File: config.mk
export PLATFORM = sky130hd
export DESIGN_NAME = hazard_controller
export DESIGN_NICKNAME = d
export VERILOG_FILES = /design/src/rtl/hazard_controller.sv
export SDC_FILE = /design/constraint.sdc
export NUM_CORES = 1
export LEC_CHECK = 0
export CORE_MARGIN = 1.5
export CORE_UTILIZATION = 48
export DETAILED_ROUTE_END_ITERATION = 10
export GPL_ROUTABILITY_DRIVEN = 0
export PLACE_DENSITY = 0.93
export SLEW_MARGIN = 20
export SYNTH_ARGS = -nofsm -noshare
export SYNTH_HDL_FRONTEND = slang
export SYNTH_SLANG_ARGS = --single-unit
File: constraint.sdc
create_clock -name i_clk -period 4.12 [get_ports i_clk]
set_input_delay 1.03 -clock i_clk [delete_from_list [all_inputs] [get_ports i_clk]]
set_output_delay 1.03 -clock i_clk [all_outputs]
set_load 0.02 [all_outputs]
File: src/rtl/hazard_controller.sv
// hazard_controller
//
// Hazard scheduler for the 5-stage MIPS core. It compares the instruction in
// ID against the producers in EX and MEM. Each cycle it decides whether the
// front end advances, stalls with a bubble into ID/EX, or flushes IF/ID after
// a taken branch or jump. It also tracks occupancy of the multi-cycle
// multiply/divide unit and counts stall cycles.
//
// Parameters
//   MDU_CYCLES  cycles a mult/div keeps the MDU occupied (>= 2)
//   CNT_WIDTH   width of the stall performance counter
//
// Ports
//   i_clk, i_rst                  clock (rising edge), synchronous active-high reset
//   i_id_rs, i_id_rt              source registers of the ID instruction
//   i_id_use_rs, i_id_use_rt      ID instruction actually reads rs / rt
//   i_id_branch                   ID instruction compares operands in ID
//   i_id_jump                     ID instruction is an unconditional jump
//   i_branch_taken                ID branch comparator result
//   i_id_mdu_start                ID instruction starts a mult/div
//   i_id_mdu_access               ID instruction touches HI/LO
//   i_ex_memread, i_ex_regwrite   EX instruction is a load / writes a register
//   i_ex_rd                       EX destination register
//   i_mem_memread, i_mem_rd       MEM instruction is a load, and its destination
//   o_pc_write, o_ifid_write      front-end enables
//   o_ifid_flush                  clear IF/ID to nop
//   o_idex_bubble                 load nop into ID/EX
//   o_mdu_busy                    MDU occupied
//   o_stall_count                 stall cycles since reset (wraps)

module hazard_controller #(
    parameter int MDU_CYCLES = 32,
    parameter int CNT_WIDTH  = 32
) (
    input  logic                 i_clk,
    input  logic                 i_rst,
    input  logic [4:0]           i_id_rs,
    input  logic [4:0]           i_id_rt,
    input  logic                 i_id_use_rs,
    input  logic                 i_id_use_rt,
    input  logic                 i_id_branch,
    input  logic                 i_id_jump,
    input  logic                 i_branch_taken,
    input  logic                 i_id_mdu_start,
    input  logic                 i_id_mdu_access,
    input  logic                 i_ex_memread,
    input  logic                 i_ex_regwrite,
    input  logic [4:0]           i_ex_rd,
    input  logic                 i_mem_memread,
    input  logic [4:0]           i_mem_rd,
    output logic                 o_pc_write,
    output logic                 o_ifid_write,
    output logic                 o_ifid_flush,
    output logic                 o_idex_bubble,
    output logic                 o_mdu_busy,
    output logic [CNT_WIDTH-1:0] o_stall_count
);

    localparam int CW = $clog2(MDU_CYCLES);
    localparam logic [CW-1:0] CNT_LOAD = CW'(MDU_CYCLES - 1);

    typedef enum logic {
        RUN  = 1'b0,
        BUSY = 1'b1
    } mdu_state_t;

    mdu_state_t           state;
    logic [CW-1:0]        cnt;
    logic [CNT_WIDTH-1:0] stall_cnt;

    logic match_ex;
    logic match_mem;
    logic load_use;
    logic br_ex;
    logic br_mem;
    logic mdu_hold;
    logic stall;
    logic flush;

    // Register 0 is hardwired to zero, so a write to it never creates a hazard.
    function automatic logic reg_match(input logic       use_src,
                                       input logic [4:0] src,
                                       input logic [4:0] dst);
        return use_src & (src == dst) & (dst != 5'd0);
    endfunction

    always_comb begin
        match_ex  = reg_match(i_id_use_rs, i_id_rs, i_ex_rd)
                  | reg_match(i_id_use_rt, i_id_rt, i_ex_rd);
        match_mem = reg_match(i_id_use_rs, i_id_rs, i_mem_rd)
                  | reg_match(i_id_use_rt, i_id_rt, i_mem_rd);

        load_use = i_ex_memread & match_ex;
        // Branches resolve in ID, so they also wait on ALU results still in
        // EX and on load data that is only available after MEM.
        br_ex    = i_id_branch & i_ex_regwrite & match_ex;
        br_mem   = i_id_branch & i_mem_memread & match_mem;
        mdu_hold = (state == BUSY) & i_id_mdu_access;

        stall = load_use | br_ex | br_mem | mdu_hold;
        // A pending operand makes the comparator result meaningless, so a
        // stall suppresses the flush.
        flush = (i_branch_taken | i_id_jump) & ~stall;
    end

    always_comb begin
        o_pc_write    = 1'b1;
        o_ifid_write  = 1'b1;
        o_ifid_flush  = 1'b0;
        o_idex_bubble = 1'b0;
        if (i_rst) begin
            o_pc_write    = 1'b0;
            o_ifid_write  = 1'b0;
            o_ifid_flush  = 1'b1;
            o_idex_bubble = 1'b1;
        end else if (stall) begin
            o_pc_write    = 1'b0;
            o_ifid_write  = 1'b0;
            o_idex_bubble = 1'b1;
        end else if (flush) begin
            o_ifid_flush  = 1'b1;
        end
    end

    // Reset forces the visible status low in the reset cycle itself, before
    // the registers are cleared at the edge.
    assign o_mdu_busy    = (state == BUSY) & ~i_rst;
    assign o_stall_count = i_rst ? '0 : stall_cnt;

    // MDU occupancy FSM and stall counter
    always_ff @(posedge i_clk) begin
        if (i_rst) begin
            state     <= RUN;
            cnt       <= '0;
            stall_cnt <= '0;
        end else begin
            if (stall) begin
                stall_cnt <= stall_cnt + 1'b1;
            end
            case (state)
                RUN: begin
                    // A start that coincides with any stall is not issued.
                    if (i_id_mdu_start & ~stall) begin
                        state <= BUSY;
                        cnt   <= CNT_LOAD;
                    end
                end
                BUSY: begin
                    if (cnt == '0) begin
                        state <= RUN;
                    end else begin
                        cnt <= cnt - 1'b1;
                    end
                end
                default: begin
                    state <= RUN;
                    cnt   <= '0;
                end
            endcase
        end
    end

endmodule

==> impl_results.md, run 1 <==
- Commonest non-fill, non-tap cells in the layout: 63 x clkdlybuf4s50_1, 38 x dfxtp_1, 30 x nor2b_1
- Commonest non-fill, non-tap cell in the layout: clkdlybuf4s50_1
- Hold Violations, Final: 0
- Full die area: about 5400 um2
- Sink Count: 38
- Largest net degree at the start of global routing: 44
- Area of the multi-input gates: 1510 um2
- Residual DRC count: 0
- Via/cell ratio: approximately 5.7
- First-pass GRT wire length: about 10 mm
- Layout area overhead: 35.2%
- Async S/R FF share, synth: 0%
- Max Freq: 247 MHz
- Post-synthesis area per instance: approximately 8 um2
- GRT Total Usage: 23.7%
- Register Area: 761 um2
- Layout cells sized above 1: 10.4%
- 1st-pass router iterations: 5
- Buffers and inverters on the worst path: 2
- Worst-path fanout max: 3
- WL/cell: between 10 and 15 um
- Chip width: around 74 um
- Final HPWL from detailed placement: ~4.5 mm
- CP max stage delay: between 0.4 and 0.5 ns
- Slew margin rel.: 54.9%
- Hold WC Path Type: register to register
- Starting Density: 50.2%
- #FFs+latches synth: 38
- Endpoint type of the worst setup path: output pin
- Hold Startpoint: cnt[4]
- Ports: between 60 and 70
- Max-Cap Viols: 0
- Longest Clk Path Bufs: 2
- CORE AREA: approximately 4800 um2
- Slew Limit Fails: 0
- CTS tree: done
- Worst slack, placed: -0.271 ns
- H-tree levels: 2
- CP Cell Sequence: clkdlybuf4s50_1 > or3_1 > o311a_1 > a222oi_1 > and2_1 > dlygate4sd2_1
- VDD IR max: 177 uV
- Reg-to-reg setup timing slack: between 1 and 1.5 ns
- Number of global-route vias before repair: ~2300
- Slew @ Worst Pin: just under 0.7 ns
- Leak: approximately 0.0011 uW
- R2R Path Start: stall_cnt[3]
- CTS clk-pin slew, worst paths: around 0.07 ns
- Worst-Skew Late Latency: 0.29 ns
- I/O Buffers: approximately 70
- Post-layout net count: 399
- Top_reg_cell synth: dfxtp_1
- Crit Path Class: input pin to output pin
- EDFF count, synth: 0
- Sequential area share after synthesis: 31.9%
- Synth Cell Area: 2390 um2
- WHS Endpoint: cnt[4]
- Initial DRC count: ~120
- TritonCTS buffer count: 5
- Power per Cell Area: about 270 nW/um2
- Hold_buf cts: 0
- Hold depth: 1
- Crit path required time: approximately 3.1 ns
- Hold slack: 0.476 ns
- Worst path depth: 6
- Crit path arrival time: around 3 ns
- Final Util: between 60% and 70%
- Post-synthesis cell count: approximately 300
- ANT nets after route: 0
- Row count: 25
- RSZ-0062 raised after global routing: true
- WL final: approximately 6.3 mm
- Clock root buffer: clkbuf_8
- Crit start category: input pin
- Status: finished, final reports clean
- R2R cell count: 6
- Final setup violation count: 0
- Setup Skew: approximately 0.0048 ns
- Initial antenna violation count: 0
- Fillers: 390
- DIE HEIGHT: approximately 74 um
- Cell family with most CP delay: buffers and inverters
- Yosys cell types: 39
- Grt total ovfl: 0
- Reg2reg end: stall_cnt[28]
- Crit path time final: just over 4 ns
- Critical-path top delay cell: clkdlybuf4s50_1
- Final period util: roughly 98%
- Mapped Nets: ~330
- N_diodes: 0
- PnR worst setup slack: between 0.07 and 0.08 ns
- Synth Warn #: 0
- Total vias in the final route: 2443
[per-layer routing]
| metal | vias up | wire length (um) | global-route usage [%] |
|---|---|---|---|
| li1 | 1190 | - | - |
| met1 | 1143 | 2540 | 27.5 |
| met2 | 100 | 3220 | 41.8 |
| met3 | 10 | 415 | 5.21 |
| met4 | 0 | 97 | 9.88 |
| met5 | - | 0 | 0 |
[where the power goes]
group / switching (uW) / internal [uW] / total, uW
registers: 13.3 / 381 / 394
logic: 83.9 / 73.6 / 158
clock network: 128 / 194 / 322
total: 225 / 648 / 873
[metrics by stage]
step / instance area, um2 / cells / TNS (ns) / power, uW
2_1_floorplan: 2390 / 299 / 0 / 490
3_3_place_gp: 3120 / 423 / -0.885 / 549
3_5_place_dp: 3120 / 423 / -1.03 / 559
4_1_cts: 3230 / 431 / 0 / 874
5_1_grt: 3230 / 431 / -0.0868 / 906
6_report: 3230 / 431 / 0 / 873
[sequential cells by signal, indices dropped and copies added, names as in the netlist]
name	cells
cnt	5
stall_cnt	32
state	1
[final cells by class]
cell class                 instances  area share, %
multi-input combinational        233           46.8
sequential                        38           23.6
timing repair buffer              76           22.4
tap                               67           2.60
clock buffer                       6           2.56
inverter                          10           1.16
clock inverter                     1          0.931
[what timing repair did]
action                                  CTS  global route
endpoints found under the setup margin    4             4
pin swaps                                 1             1
resized for setup                         4             4
setup buffers                             1             0
[worst max-delay path by stage]
stage | from | to | slack, ns
after floorplan | i_mem_rd[0] | o_pc_write | 0.15
after global placement | i_mem_rd[0] | o_ifid_flush | -0.23
after detailed placement | i_mem_rd[0] | o_ifid_flush | -0.27
after CTS | i_mem_rd[0] | o_ifid_flush | 0.02
after global routing | i_mem_rd[0] | o_ifid_write | -0.05
final | i_mem_rd[0] | o_ifid_write | 0.08
[cell families (layout without fill, tap and decap cells)]
family          after synthesis  in the layout  share of synthesized area [%]
mux                          20             20                           9.39
flops                        38             38                           31.9
buf+inv                      28             93                           4.88
compound gates               38             38                           9.96
fa+ha+maj                     3              3                           1.57
xor+xnor                     21             21                           7.71
simple gates                151            151                           34.6
[synthesized netlist by cell type, types with 2 or more instances]
cell | n | share of area, %
nand4_1 | 11 | 2.9
inv_1 | 10 | 1.6
and4_1 | 3 | 1.1
dfxtp_1 | 38 | 32
o22ai_1 | 2 | 0.52
ha_1 | 3 | 1.6
mux2_2 | 17 | 8.0
mux2_1 | 2 | 0.94
or3_1 | 6 | 1.6
nor2_1 | 29 | 4.6
nor3_1 | 17 | 3.6
and3_1 | 5 | 1.3
or4_1 | 7 | 2.2
nand2_1 | 18 | 2.8
a31oi_1 | 2 | 0.52
nor2b_1 | 30 | 7.9
buf_1 | 2 | 0.31
clkbuf_1 | 9 | 1.4
a21oi_1 | 15 | 3.1
nand3_1 | 15 | 3.1
nor4_1 | 3 | 0.79
xnor2_1 | 20 | 7.3
o21ai_0 | 6 | 1.3
and2_1 | 3 | 0.79
o31ai_1 | 6 | 1.9
o41ai_1 | 2 | 0.73
buf_2 | 6 | 1.3
Power figures use the tool's default switching activity.
==> run 2: changes to the inputs <==
CORE_MARGIN = 10   (was 1.5)
==> run 2 against run 1 <==
Net effect:
- clock-buffer cell count is 1 higher
- clock power is 18% lower
- via count is 0.16% higher
- critical path depth is 3 higher
- critical path type unchanged
==> impl_results.md, run 2 (synthesized netlist as in run 1, its figures left out) <==
- DIE HEIGHT: approximately 90 um
- Setup Skew: around 0.0068 ns
- PnR worst setup slack: a little under 0.2 ns
- Residual DRC count: 0
- CORE AREA: around 4800 um2
- Slew @ Worst Pin: roughly 0.65 ns
- Hold depth: 1
- Register Area: 761 um2
- Slew Limit Fails: 0
- Commonest non-fill, non-tap cell in the layout: clkdlybuf4s50_1
- WL final: about 6.8 mm
- Worst path depth: 9
- Critical-path top delay cell: clkdlybuf4s50_1
- Post-layout net count: around 400
- Largest register FFs: 32
- Hold Startpoint: cnt[4]
- CTS tree: done
- Endpoint type of the worst setup path: output pin
- N_diodes: 0
- R2R Path Start: stall_cnt[3]
- R2R cell count: 6
- Crit path required time: around 3.1 ns
- Final setup violation count: 0
- Fillers: roughly 390
- Reg with most FFs: stall_cnt
- ANT nets after route: 0
- Top flop regs: stall_cnt (32), cnt (5), state (1)
- Reg-to-reg setup timing slack: approximately 1.5 ns
- Dpl cell area: 3130 um2
- Initial DRC count: roughly 110
- Total vias in the final route: ~2400
- Hold Violations, Final: 0
- Worst-path fanout max: 3
- Crit start category: input pin
- Layout area overhead: 35.8%
- RSZ-0062 raised after global routing: false
- Layout cells sized above 1: between 10 and 15%
- Final HPWL from detailed placement: roughly 5.1 mm
- WHS Endpoint: cnt[4]
- Worst slack, placed: -0.401 ns
- 1st-pass router iterations: 4
- VDD IR max: ~200 uV
- Crit Path Class: input pin to output pin
- Chip width: roughly 91 um
- Largest net degree at the start of global routing: 44
- Final period util: around 95%
- Max-Cap Viols: 0
- WL/cell: between 15 and 20 um
- Power per Cell Area: approximately 250 nW/um2
- TritonCTS buffer count: 5
- Initial antenna violation count: 0
- Row count: 25
- Status: finished, final reports clean
- Cell family with most CP delay: buffers and inverters
- CTS clk-pin slew, worst paths: ~0.070 ns
- Clock root buffer: clkbuf_8
- CP Cell Sequence: clkdlybuf4s50_1 > nor3_1 > a21oi_1 > a222oi_1 > buf_4 > buf_4 > and2_4 > inv_1 > buf_4
- Final instance area: roughly 3200 um2
- Hold WC Path Type: register to register
- Slew margin rel.: between 50% and 60%
- Crit path time final: between 3 and 4 ns
- Reg2reg end: stall_cnt[28]
- Area of the multi-input gates: about 1500 um2
- Sink Count: 38
- H-tree levels: 2
- Crit path arrival time: approximately 2.9 ns
- Full die area: between 8000 and 9000 um2
- Ports: around 70
- CP max stage delay: roughly 0.48 ns
- Number of global-route vias before repair: approximately 2400
- First-pass GRT wire length: roughly 11 mm
- GRT Total Usage: approximately 16%
- I/O Buffers: 68
- Leak: 0.00117 uW
- Commonest non-fill, non-tap cells in the layout: 60 x clkdlybuf4s50_1, 38 x dfxtp_1, 30 x nor2b_1
- Via/cell ratio: 5.61
- Max Freq: about 250 MHz
- Buffers and inverters on the worst path: 5
- Grt total ovfl: 0
- Longest Clk Path Bufs: 2
- Starting Density: between 40 and 50%
- Worst-Skew Late Latency: 0.29 ns
- Critical path's most frequent cell: buf_4
-- run 2: routing by layer --
metal	vias to the layer above	global-route usage, %	routed length (um)
met3	14	4.66	443
met4	0	5.17	132
met5	-	0	0
li1	1199	-	-
met2	93	27.9	3420
met1	1141	17.7	2770
-- run 2: worst max path at each step --
stage / startpoint / end / slack (ns)
after global placement: i_mem_rd[0] / o_pc_write / -0.36
after global routing: i_ex_rd[0] / o_idex_bubble / 0.1
after CTS: i_mem_rd[0] / o_pc_write / -0.02
after detailed placement: i_mem_rd[0] / o_pc_write / -0.40
after floorplan: i_mem_rd[0] / o_pc_write / 0.15
final: i_ex_rd[0] / o_idex_bubble / 0.19
-- run 2: final cells by class --
class | count | area share, %
Tap cell | 67 | 2.59
Clock inverter | 1 | 0.154
Inverter | 10 | 1.16
Sequential cell | 38 | 23.5
Multi-Input combinational cell | 233 | 46.6
Clock buffer | 7 | 2.66
Timing Repair Buffer | 80 | 23.3
-- run 2: stage by stage --
| step | instances | TNS, ns | util (%) | hold WS, ns | total power, uW |
|---|---|---|---|---|---|
| floorplan | 299 | 0 | - | 0.437 | 490 |
| global placement | 424 | -1.38 | 65.3 | 0.454 | 552 |
| detailed placement | 424 | -1.55 | 65.3 | 0.475 | 558 |
| CTS | 434 | -0.0355 | 67.5 | 0.489 | 821 |
| global route | 436 | 0 | 67.7 | 0.500 | 858 |
| finish | 436 | 0 | 67.7 | 0.484 | 817 |
-- run 2: worst reg2reg max path, delay by kind of cell (launching register included) --
| family | cells | cell delay [ns] |
|---|---|---|
| mux | 1 | 0.37 |
| simple gates | 5 | 1.80 |
| flops | 1 | 0.41 |
-- run 2: repair_timing --
action                     in CTS  in global routing
pin swaps                       1                  1
hold buffers                    0                  0
setup endpoints to repair       4                  4
gates resized for setup         5                 14
buffers inserted                2                  2
-- run 2: report_power, final --
group / leakage (uW) / switching [uW] / total (uW) / internal [uW]
registers: 0.000308 / 12.6 / 393 / 380
clock network: 0.0000482 / 129 / 264 / 135
logic: 0.000819 / 82.9 / 160 / 77.0
total: 0.00117 / 224 / 817 / 592
==> RTL edit (config.mk and constraints of run 2) <==
The parameter `CNT_WIDTH` goes from 32 to 48.
--- a/src/rtl/hazard_controller.sv
+++ b/src/rtl/hazard_controller.sv
@@ -30,7 +30,7 @@
 
 module hazard_controller #(
     parameter int MDU_CYCLES = 32,
-    parameter int CNT_WIDTH  = 32
+    parameter int CNT_WIDTH  = 48
 ) (
     input  logic                 i_clk,
     input  logic                 i_rst,
Ports: changed (resized o_stall_count); port bits go from 69 to 85. The function was not compared with the original's and may differ.
==> RTL edit against run 2 <==
  * Sequential power grew 39%
  * Critical path type unchanged
  * Clock power rose by 44%
  * Worst setup slack got worse by 0.082 ns
  * Final area is 33% higher
  * Combinational power grew 7%
  * Synthesized area grew 39%
  * Sequential cell count up 16
  * Wire length is 32% higher
  * Sequential share of layout area grew 1.7 points
  * Maximum frequency is 2.0% lower
  * Power rose by 35%
==> RTL edit: results (changes against run 2) <==
synthesis:
  ys_top_cells_by_count: "54 x dfxtp_1, 45 x nor2b_1, 39 x a21oi_1, 29 x nand2_1, 29 x or4_1"
  synthTopCellsByArea: "dfxtp_1 33%, nor2b_1 8.5%, or4_1 6.6%"
  syn_inst: 419  # +40%
  yosysSeqAreaShare: 0.326  # +0.00721
critical_path:
  r2r_slack_ns: 1.52  # +0.07 ns
  startpoint: "i_mem_rd[0]"
  worstReg2RegEnd: "stall_cnt[47]"
  arrival_ns: 2.98  # +0.08 ns
clock_network:
  clock_latency_ns: 0.31  # +0.02 ns
  clk_pin_slew_ns: 0.10  # +0.03 ns
  cts.sinks: 54  # +42%
place:
  dpl-instance-area_um2: 4190  # +34%
  place_inst: 563  # +33%
detailed_routing:
  met1Wirelength_um: 3790  # +37%
  wl_met2_um: 4550  # +33%
  drt-pass1-iter-count: 5  # +1
  num_vias: 3337  # +36%
  wirelength_um: 8900  # +32%
  dr_wl_met3_um: 393  # -11%
layout:
  fin_cells: 571  # +31%
  fillers: 575  # +48%
  reg_top3: "stall_cnt (48), cnt (5), state (1)"
  multi_input_gates: 325  # +39%
  inv_count: 12  # +2
  layout-drive-gt1-share: 0.0794  # -0.0425
  final_nets: 525  # +30%
  area_delta_synth_final_pct: 29.5
  n_all_buffers: 92  # +15%
power:
  power_clock_mw: 0.381  # +44%
  vdd_drop_max_uv: 164  # -17%
  p_leak_nw: 1.36  # +16%
global_route:
  grt_max_degree: 84  # +91%
  grt_usage: 0.164  # +0.00572
  grtUsageMet2: 0.288  # +0.00822
  grt_pass1_vias: 3128  # +32%
sta:
  fmax_mhz: 250  # -2.0%
  worstMarginPinSlew_ns: 0.713  # +0.0611 ns
  skew_ns: 0.0179  # +0.0111 ns
status:
  status: "finished, final reports clean"
==> RTL edit: cell families (layout without fill, tap and decap cells) <==
kind of cell | after synthesis | after routing | share of synthesized area
buffers and inverters | 40 | 112 | 0.0543
AND/OR/NAND/NOR | 202 | 202 | 0.348
multiplexers | 12 | 12 | 0.0404
XOR/XNOR | 21 | 21 | 0.0555
AO/OA/AOI/OAI | 87 | 87 | 0.164
flip-flops | 54 | 54 | 0.326
adder cells (fa/ha/maj) | 3 | 3 | 0.0113
==> RTL edit: how the worst min path moves through the flow <==
stage	start	endpoint	slack (ns)	cells after the start
floorplan	cnt[4]	cnt[4]	0.44	1
global placement	cnt[4]	cnt[4]	0.46	1
detailed placement	stall_cnt[46]	stall_cnt[46]	0.48	2
CTS	stall_cnt[46]	stall_cnt[46]	0.49	2
global route	stall_cnt[47]	stall_cnt[47]	0.52	2
finish	stall_cnt[46]	stall_cnt[46]	0.49	2
==> RTL edit: timing repair <==
action,CTS,global route
gates resized for setup,13,5
setup endpoints to repair,4,4
pin swaps,1,1
